## config.mk

```make
export PLATFORM = sky130hd
export DESIGN_NAME = plc_rx_deframer
export DESIGN_NICKNAME = d
export VERILOG_FILES = /design/src/rtl/plc_rx_deframer.sv
export SDC_FILE = /design/constraint.sdc
export NUM_CORES = 1
export LEC_CHECK = 0
export ABC_AREA = 0
export CAP_MARGIN = 10
export CORE_MARGIN = 5
export CORE_UTILIZATION = 44
export DETAILED_ROUTE_END_ITERATION = 6
export GPL_TIMING_DRIVEN = 1
export PLACE_DENSITY = 0.72
export SLEW_MARGIN = 40
export SYNTH_ARGS = -nofsm -noshare
export SYNTH_HDL_FRONTEND = slang
export SYNTH_SLANG_ARGS = --single-unit
```

## constraint.sdc

```tcl
create_clock -name clk -period 2.3 [get_ports clk]
set_input_delay 0.46 -clock clk [delete_from_list [all_inputs] [get_ports clk]]
set_output_delay 0.46 -clock clk [all_outputs]
set_load 0.01 [all_outputs]
```

## src/rtl/plc_rx_deframer.sv

```systemverilog
// rtl/plc_rx_deframer.sv - PLC serial receive deframer: sync hunt, payload deserializer, output FIFO.
module plc_rx_deframer #(
  parameter int                    DATA_WIDTH = 8,
  parameter int                    FIFO_DEPTH = 2,
  parameter int                    FRAME_LEN  = 4,
  parameter int                    SYNC_WIDTH = 8,
  parameter logic [SYNC_WIDTH-1:0] SYNC_WORD  = 8'hD3
) (
  input  logic                              clk,
  input  logic                              rst,
  input  logic                              rx_bit,
  input  logic                              rx_valid,
  output logic [DATA_WIDTH-1:0]             out_data,
  output logic                              out_valid,
  input  logic                              out_ready,
  output logic                              frame_active,
  output logic                              frame_done,
  output logic                              overflow,
  output logic [$clog2(FIFO_DEPTH+1)-1:0]   fifo_count
);

  localparam int CW = $clog2(FIFO_DEPTH + 1);
  localparam int PW = (FIFO_DEPTH > 1) ? $clog2(FIFO_DEPTH) : 1;
  localparam int BW = (DATA_WIDTH > 1) ? $clog2(DATA_WIDTH) : 1;
  localparam int WW = (FRAME_LEN > 1) ? $clog2(FRAME_LEN) : 1;

  localparam logic [BW-1:0] BIT_LAST  = BW'(DATA_WIDTH - 1);
  localparam logic [WW-1:0] WORD_LAST = WW'(FRAME_LEN - 1);
  localparam logic [PW-1:0] PTR_LAST  = PW'(FIFO_DEPTH - 1);
  localparam logic [CW-1:0] CNT_FULL  = CW'(FIFO_DEPTH);

  typedef enum logic {HUNT, PAYLOAD} state_t;

  state_t                  state_q, state_d;
  logic [SYNC_WIDTH-1:0]   sync_q, sync_d;
  logic [DATA_WIDTH-1:0]   word_q, word_d;
  logic [BW-1:0]           bit_cnt_q, bit_cnt_d;
  logic [WW-1:0]           word_cnt_q, word_cnt_d;
  logic                    frame_done_q, frame_done_d;
  logic                    overflow_q, overflow_d;
  logic [DATA_WIDTH-1:0]   mem_q [FIFO_DEPTH];
  logic [DATA_WIDTH-1:0]   mem_d [FIFO_DEPTH];
  logic [PW-1:0]           wr_ptr_q, wr_ptr_d;
  logic [PW-1:0]           rd_ptr_q, rd_ptr_d;
  logic [CW-1:0]           count_q, count_d;
  logic [DATA_WIDTH-1:0]   out_data_q, out_data_d;

  logic [SYNC_WIDTH-1:0]   sync_shift;
  logic [DATA_WIDTH-1:0]   word_shift;
  logic                    push, push_ok, pop;
  logic [CW-1:0]           remaining;

  always_comb begin
    state_d      = state_q;
    sync_d       = sync_q;
    word_d       = word_q;
    bit_cnt_d    = bit_cnt_q;
    word_cnt_d   = word_cnt_q;
    frame_done_d = 1'b0;
    push         = 1'b0;
    sync_shift   = {rx_bit, sync_q[SYNC_WIDTH-1:1]};
    word_shift   = {rx_bit, word_q[DATA_WIDTH-1:1]};

    if (rx_valid) begin
      case (state_q)
        HUNT: begin
          // Register is never cleared on mismatch so overlapping syncs are still found.
          sync_d = sync_shift;
          if (sync_shift == SYNC_WORD) begin
            state_d    = PAYLOAD;
            bit_cnt_d  = '0;
            word_cnt_d = '0;
          end
        end
        default: begin
          word_d = word_shift;
          if (bit_cnt_q == BIT_LAST) begin
            bit_cnt_d = '0;
            push      = 1'b1;
            if (word_cnt_q == WORD_LAST) begin
              word_cnt_d   = '0;
              frame_done_d = 1'b1;
              state_d      = HUNT;
              sync_d       = '0;
            end else begin
              word_cnt_d = word_cnt_q + WW'(1);
            end
          end else begin
            bit_cnt_d = bit_cnt_q + BW'(1);
          end
        end
      endcase
    end

    pop        = (count_q != '0) && out_ready;
    push_ok    = push && ((count_q != CNT_FULL) || pop);
    overflow_d = push && !push_ok;

    mem_d    = mem_q;
    wr_ptr_d = wr_ptr_q;
    rd_ptr_d = rd_ptr_q;
    if (push_ok) begin
      mem_d[wr_ptr_q] = word_shift;
      wr_ptr_d        = (wr_ptr_q == PTR_LAST) ? '0 : wr_ptr_q + PW'(1);
    end
    if (pop) begin
      rd_ptr_d = (rd_ptr_q == PTR_LAST) ? '0 : rd_ptr_q + PW'(1);
    end

    case ({push_ok, pop})
      2'b10:   count_d = count_q + CW'(1);
      2'b01:   count_d = count_q - CW'(1);
      default: count_d = count_q;
    endcase

    // Head register: bypass the word being written when it becomes the new head; hold when empty.
    remaining  = count_q - CW'(pop);
    out_data_d = out_data_q;
    if (push_ok && (remaining == '0)) begin
      out_data_d = word_shift;
    end else if (remaining != '0) begin
      out_data_d = mem_q[rd_ptr_d];
    end
  end

  always_ff @(posedge clk or posedge rst) begin
    if (rst) begin
      state_q      <= HUNT;
      sync_q       <= '0;
      word_q       <= '0;
      bit_cnt_q    <= '0;
      word_cnt_q   <= '0;
      frame_done_q <= 1'b0;
      overflow_q   <= 1'b0;
      wr_ptr_q     <= '0;
      rd_ptr_q     <= '0;
      count_q      <= '0;
      out_data_q   <= '0;
      for (int i = 0; i < FIFO_DEPTH; i++) begin
        mem_q[i] <= '0;
      end
    end else begin
      state_q      <= state_d;
      sync_q       <= sync_d;
      word_q       <= word_d;
      bit_cnt_q    <= bit_cnt_d;
      word_cnt_q   <= word_cnt_d;
      frame_done_q <= frame_done_d;
      overflow_q   <= overflow_d;
      wr_ptr_q     <= wr_ptr_d;
      rd_ptr_q     <= rd_ptr_d;
      count_q      <= count_d;
      out_data_q   <= out_data_d;
      for (int i = 0; i < FIFO_DEPTH; i++) begin
        mem_q[i] <= mem_d[i];
      end
    end
  end

  assign out_data     = out_data_q;
  assign out_valid    = (count_q != '0);
  assign frame_active = (state_q == PAYLOAD);
  assign frame_done   = frame_done_q;
  assign overflow     = overflow_q;
  assign fifo_count   = count_q;

endmodule

```

==> impl_results.md, run 1 <==
* 1st-pass router iterations at 4
* RR Endpoint: mem_q[14]
* Type of the worst setup path: flop to output port
* Initial cell density of the core at 44.9%
* Count of final setup violators at 0
* RePlAce Congestion at 0.737
* Overflow after GRT at 0
* ANT nets after route at 0
* Crit path largest cell delay at 0.52 ns
* Synthesis-stage register bit count at 50
* Commonest non-fill, non-tap cells in the layout: 50 x dfrtp_1, 23 x mux2_2, 18 x clkdlybuf4s50_1
* Cell at the root of the clock tree: clkbuf_8
* Final critical delay including setup and external delays at 2.10 ns
* Total negative setup slack at 0 ns
* Path class of the lowest-slack min-delay path: input pin to asynchronous set/reset pin
* Number of rows in the core area at 26
* Kind of end point of the critical path: output port
* Max Clock Freq at 0.476 GHz
* CTS H-Tree Depth at 2
* Number of cells traversed by the worst register-to-register path at 7
* Cell area after synthesis at 0.00228 mm^2
* Max FO, Critical Path at 11
* Drt wl/cell at 13.7 um
* Global-route wire length before repair at 6640 um
* Antenna cells at 0
* Sum of net half-perimeters after detailed placement at 2580 um
* Relative contribution of the clock network to total power at 38.4%
* Worst-path clk slew at 0.09 ns
* Outcome: completed
* Number of DRC markers after the initial detailed-route iteration at 111
* Number of different library cells in the post-synthesis netlist at 38
* Required time of the critical path at 1.84 ns
* Worst clock skew on the final layout at 0.0109 ns
* Number of instances in the synthesized netlist at 178
* Placed Cells at 266
* Sw Pwr at 352 uW
* Leakage power at 1.32 nW
* Initial antenna violation count at 0
* Slew margin rel. at 68.8%
* MaxCap Viol Count at 0
* Power after layout at 1.61 mW
* Setup repair after global routing missed its margin: no
* Number of remaining DRC errors at 0
* Maximum clock path buffer count at 2
* Commonest non-fill, non-tap cell in the layout: dfrtp_1
* Share of total power in combinational logic at 4.6%
* Cell-internal power at 1.26 mW
* Maximum number of pins on one net before global-route repair at 51
* Ratio of cells with drive above 1 in the final layout at 28.4%
* Port Buf Inserts at 18
* Horizontal extent of the die at 82 um
* Number of buffers inserted for hold repair after clock tree synthesis at 0
* Via count of the first global-routing pass at 1375
* Pwr Density at 597 mW/mm^2
* Area added between synthesis and finish at 18.2%
* Final net count at 211
* Routed vias/inst at 4.98
* Final hold viol count at 0
* Cell Count, Final, Fillers Out at 274
* Layout fillers at 455
* Clk Latency, worst-skew pair at 0.31 ns
* Sequential cell area fraction in the yosys report at 54.9%
* Nets in the synthesized netlist at 186
* Post-cts gate resize count at 0
* Share of total power in sequential cells at 57.0%
* Via count at 1364
* R2r startpoint: bit_cnt_q[0]
* Switch share at 21.9%
* Slowest cell on the critical path: dfrtp_1
* CTS tree: yes
* Final core area utilization at 53.1%
* Max-slew violations at 0
* Die footprint at 0.00672 mm^2
* Number of clock sinks at 50
* Setup fix buffers added after clock tree synthesis at 0
* Inserted Clock Buffers at 5
* Slack of the worst reg-to-reg path at 0.42 ns
* Post-route clock period utilization at 91.3%
* Number of warnings issued by yosys at 0
* Worst supply voltage drop on vdd at 256 uV
* Wirelength, routed at 3750 um
* Worst-path cell chain: or2_2 -> clkdlybuf4s50_1
* Die Y at 82 um
* Area of the core region at 0.00507 mm^2
* Overall routing resource usage at 13.4%
* Transition time of the tightest slew-check pin at 0.467 ns
* Crit path DAT at 1.64 ns
* CP startpoint kind: flop
* Number of primary I/O pins at 19
* Post-Syn Area per Cell at 12.8 um^2
## worst max-delay path by stage
| stage | end | startpoint | cells after the start | slack (ns) |
|---|---|---|---|---|
| CTS | out_valid | fifo_count[1] | 2 | 0.18 |
| global route | out_valid | fifo_count[1] | 2 | 0.13 |
| finish | out_valid | fifo_count[1] | 2 | 0.20 |
| detailed placement | mem_q[13] | out_ready | 6 | 0.18 |
| floorplan | mem_q[10] | bit_cnt_q[0] | 7 | 0.56 |
| global placement | mem_q[14] | out_ready | 6 | 0.20 |
## through the flow
step,setup slack [ns],hold slack [ns],cell area (um^2)
2_1_floorplan,0.558,0.454,2280
3_3_place_gp,0.198,0.473,2580
3_5_place_dp,0.179,0.487,2580
4_1_cts,0.180,0.498,2700
5_1_grt,0.131,0.509,2700
6_report,0.199,0.493,2700
## power by group through the flow
| stage | Sequential, mW | Combinational (mW) | Clock (mW) |
|---|---|---|---|
| after floorplan | 0.929 | 0.0486 | 0 |
| after global placement | 0.934 | 0.0751 | 0 |
| after detailed placement | 0.935 | 0.0757 | 0 |
| after CTS | 0.918 | 0.0760 | 0.638 |
| after global routing | 0.922 | 0.0828 | 0.686 |
| final | 0.918 | 0.0736 | 0.617 |
## cells by family after synthesis
family / after synthesis / share of synthesized area (%)
buffers and inverters: 12 / 2.80
flip-flops: 50 / 54.9
AO/OA/AOI/OAI: 28 / 8.89
adder cells (fa/ha/maj): 3 / 1.65
XOR/XNOR: 2 / 1.59
multiplexers: 40 / 20.6
AND/OR/NAND/NOR: 43 / 9.66
## worst max-delay path: cells and delay by family (launching register included)
family,cells,cell delay (ns)
buffers and inverters,1,0.48
DFF,1,0.52
and+or+nand+nor,1,0.34
## per-layer routing
layer / up-vias / global-route usage (%) / part of all wire, %
met5: - / 0 / 0
met4: 0 / 6.48 / 2.3
met3: 6 / 3.40 / 3.2
met2: 21 / 19.9 / 44
met1: 662 / 18.1 / 50
li1: 675 / - / -
## flip-flops by register name (all words and copies together), names as in the netlist, 2 cells and up
name,cells
word_cnt_q,2
mem_q,16
out_data,8
word_q,7
fifo_count,2
sync_q,7
bit_cnt_q,3
## synthesized netlist by cell type, drive strengths merged
cell type	n	area (um^2)
a21o	1	7.51
a21oi	4	23.8
a22o	8	70.1
and2	1	6.26
and2b	1	7.51
and3	3	21.3
buf	5	37.5
clkbuf	2	7.51
dfrtp	50	1250
ha	3	37.5
inv	5	18.8
mux2	31	379
mux2i	9	90.1
nand2	18	70.1
nand2b	2	12.5
nand3	3	20.0
nand4	1	6.26
nand4bb	1	11.3
nor2	7	28.8
nor2b	2	12.5
nor3	2	10.0
nor3b	1	7.51
o21ai	13	83.8
o2bb2ai	1	8.76
o31a	1	8.76
or2	1	6.26
xor2	2	36.3
## area by class of cell
| class | instances | area [um^2] | share of cell area [%] |
|---|---|---|---|
| Multi-Input combinational cell | 116 | 966 | 35.8 |
| Clock buffer | 5 | 68.8 | 2.55 |
| Inverter | 5 | 18.8 | 0.696 |
| Timing Repair Buffer | 25 | 258 | 9.56 |
| Sequential cell | 50 | 1250 | 46.4 |
| Tap cell | 70 | 87.6 | 3.25 |
| Clock inverter | 3 | 45.0 | 1.67 |
(Power assumes the default switching activity.)
==> inputs of run 2 (changes only) <==
--- a/config.mk
+++ b/config.mk
@@ -11,7 +11,9 @@
 export CORE_UTILIZATION = 44
 export DETAILED_ROUTE_END_ITERATION = 6
 export GPL_TIMING_DRIVEN = 1
-export PLACE_DENSITY = 0.72
+export MAX_ROUTING_LAYER = met4
+export PLACE_DENSITY = 0.64
+export SKIP_CTS_REPAIR_TIMING = 1
 export SLEW_MARGIN = 40
 export SYNTH_ARGS = -nofsm -noshare
 export SYNTH_HDL_FRONTEND = slang
==> run 2 against run 1 <==
Against the previous run: sequential cell count unchanged; setup slack better by 0.0055 ns; sequential power is essentially flat; sequential share of layout area is 0.88 points higher; fmax rose by 0.26%; critical path depth did not move; first-iteration DRC count decreased by 61%; critical endpoint unchanged; critical path type unchanged; largest cell class unchanged.
==> impl_results.md, run 2 (synthesis gave the netlist of run 1 again) <==
* Cell at the root of the clock tree: clkbuf_8
* Number of flip-flops in the largest register at 16
* Path class of the lowest-slack min-delay path: flop to flop
* Placed instance area at 0.00255 mm^2
* Power after layout at 1.51 mW
* Kind of end point of the critical path: output port
* Area of the core region at 0.00507 mm^2
* Global-route wire length before repair at 6930 um
* Maximum number of pins on one net before global-route repair at 27
* Number of primary I/O pins at 19
* Crit path DAT at 1.64 ns
* Antenna cells at 0
* Horizontal extent of the die at 82 um
* RePlAce Congestion at 0.749
* Cell Count, Final, Fillers Out at 272
* Placed Cells at 264
* Crit path largest cell delay at 0.52 ns
* Family of cells with the greatest summed delay on the critical path: flip-flops
* ANT nets after route at 0
* Clk Latency, worst-skew pair at 0.30 ns
* Number of clock sinks at 50
* Count of final setup violators at 0
* Area added between synthesis and finish at 16.0%
* Routed vias/inst at 5.13
* Commonest non-fill, non-tap cell in the layout: dfrtp_1
* Via count of the first global-routing pass at 1472
* Final net count at 209
* Final critical delay including setup and external delays at 2.10 ns
* Final core area utilization at 52.1%
* Setup repair after global routing missed its margin: no
* Setup slack of the critical path after layout at 0.205 ns
* Initial cell density of the core at 44.9%
* 1st-pass router iterations at 4
* Worst supply voltage drop on vdd at 254 uV
* Pwr Density at 571 mW/mm^2
* Slowest cell on the critical path: dfrtp_1
* Outcome: completed
* Setup slack at placement at 0.132 ns
* Transition time of the tightest slew-check pin at 0.541 ns
* Maximum clock path buffer count at 2
* Worst-path cell chain: or2_2 -> clkdlybuf4s50_1
* Via count at 1395
* Max Clock Freq at 0.477 GHz
* MaxCap Viol Count at 0
* Overall routing resource usage at 14.1%
* Number of rows in the core area at 26
* Die footprint at 0.00672 mm^2
* Register with the most flip-flops: mem_q
* CTS H-Tree Depth at 2
* Worst clock skew on the final layout at 0.0106 ns
* Die Y at 82 um
* Worst-path clk slew at 0.09 ns
* Max FO, Critical Path at 11
* Overflow after GRT at 0
* CTS tree: yes
* Initial antenna violation count at 0
* Type of the worst setup path: flop to output port
* Post-route clock period utilization at 91.1%
* Final design area excluding fillers at 0.00265 mm^2
* Inserted Clock Buffers at 5
* Ratio of cells with drive above 1 in the final layout at 27.2%
* Number of DRC markers after the initial detailed-route iteration at 43
* Total negative setup slack at 0 ns
* Worst Path Buf+Inv at 1
* Slew margin rel. at 63.9%
* Sum of net half-perimeters after detailed placement at 2970 um
* Leakage power at 1.31 nW
* Final hold viol count at 0
* Worst hold slack at 0.508 ns
* Port Buf Inserts at 18
* CP startpoint kind: flop
* Required time of the critical path at 1.84 ns
* Wirelength, routed at 4100 um
* Number of remaining DRC errors at 0
* Drt wl/cell at 15.1 um
* Commonest non-fill, non-tap cells in the layout: 50 x dfrtp_1, 23 x mux2_2, 18 x clkdlybuf4s50_1
* Max-slew violations at 0
[run 2: per-layer routing]
| metal | global-route usage [%] | vias to the layer above | share of wire [%] |
|---|---|---|---|
| met5 | - | - | 0 |
| met4 | 5.32 | 0 | 0.88 |
| met3 | 3.62 | 4 | 3.7 |
| met2 | 23.2 | 22 | 48 |
| met1 | 16.7 | 701 | 47 |
| li1 | - | 668 | - |
[run 2: final timing paths]
check / start / to / slack (ns) / cells after the start
min reg2reg: mem_q[2] / mem_q[2] / 0.51 / 1
max reg2reg: bit_cnt_q[0] / mem_q[15] / 0.38 / 7
min in group asynchronous: rst / word_cnt_q[1] / 0.52 / 2
max in group asynchronous: rst / mem_q[15] / 1.26 / 3
max: fifo_count[1] / out_valid / 0.20 / 2
min: mem_q[2] / mem_q[2] / 0.51 / 1
[run 2: worst reg2reg max path: stages, from the launching register on]
cell and delay, ns:
dfrtp_1 0.39, ha_1 0.16, ha_1 0.28, nand3_2 0.12, a21oi_2 0.20, and2b_1 0.15, buf_4 0.19, mux2_4 0.31
[run 2: power by group]
group	switching, mW	total [mW]	internal [mW]
clock	0.273	0.517	0.243
sequential	0.0197	0.919	0.899
combinational	0.0413	0.0753	0.0341
total	0.334	1.51	1.18
[run 2: final cells by class]
type / instances / area, um^2
Multi-Input combinational cell: 116 / 966
Clock buffer: 7 / 86.3
Sequential cell: 50 / 1250
Timing Repair Buffer: 23 / 230
Inverter: 5 / 18.8
Fill cell: 453 / 2430
Clock inverter: 1 / 5.00
Tap cell: 70 / 87.6
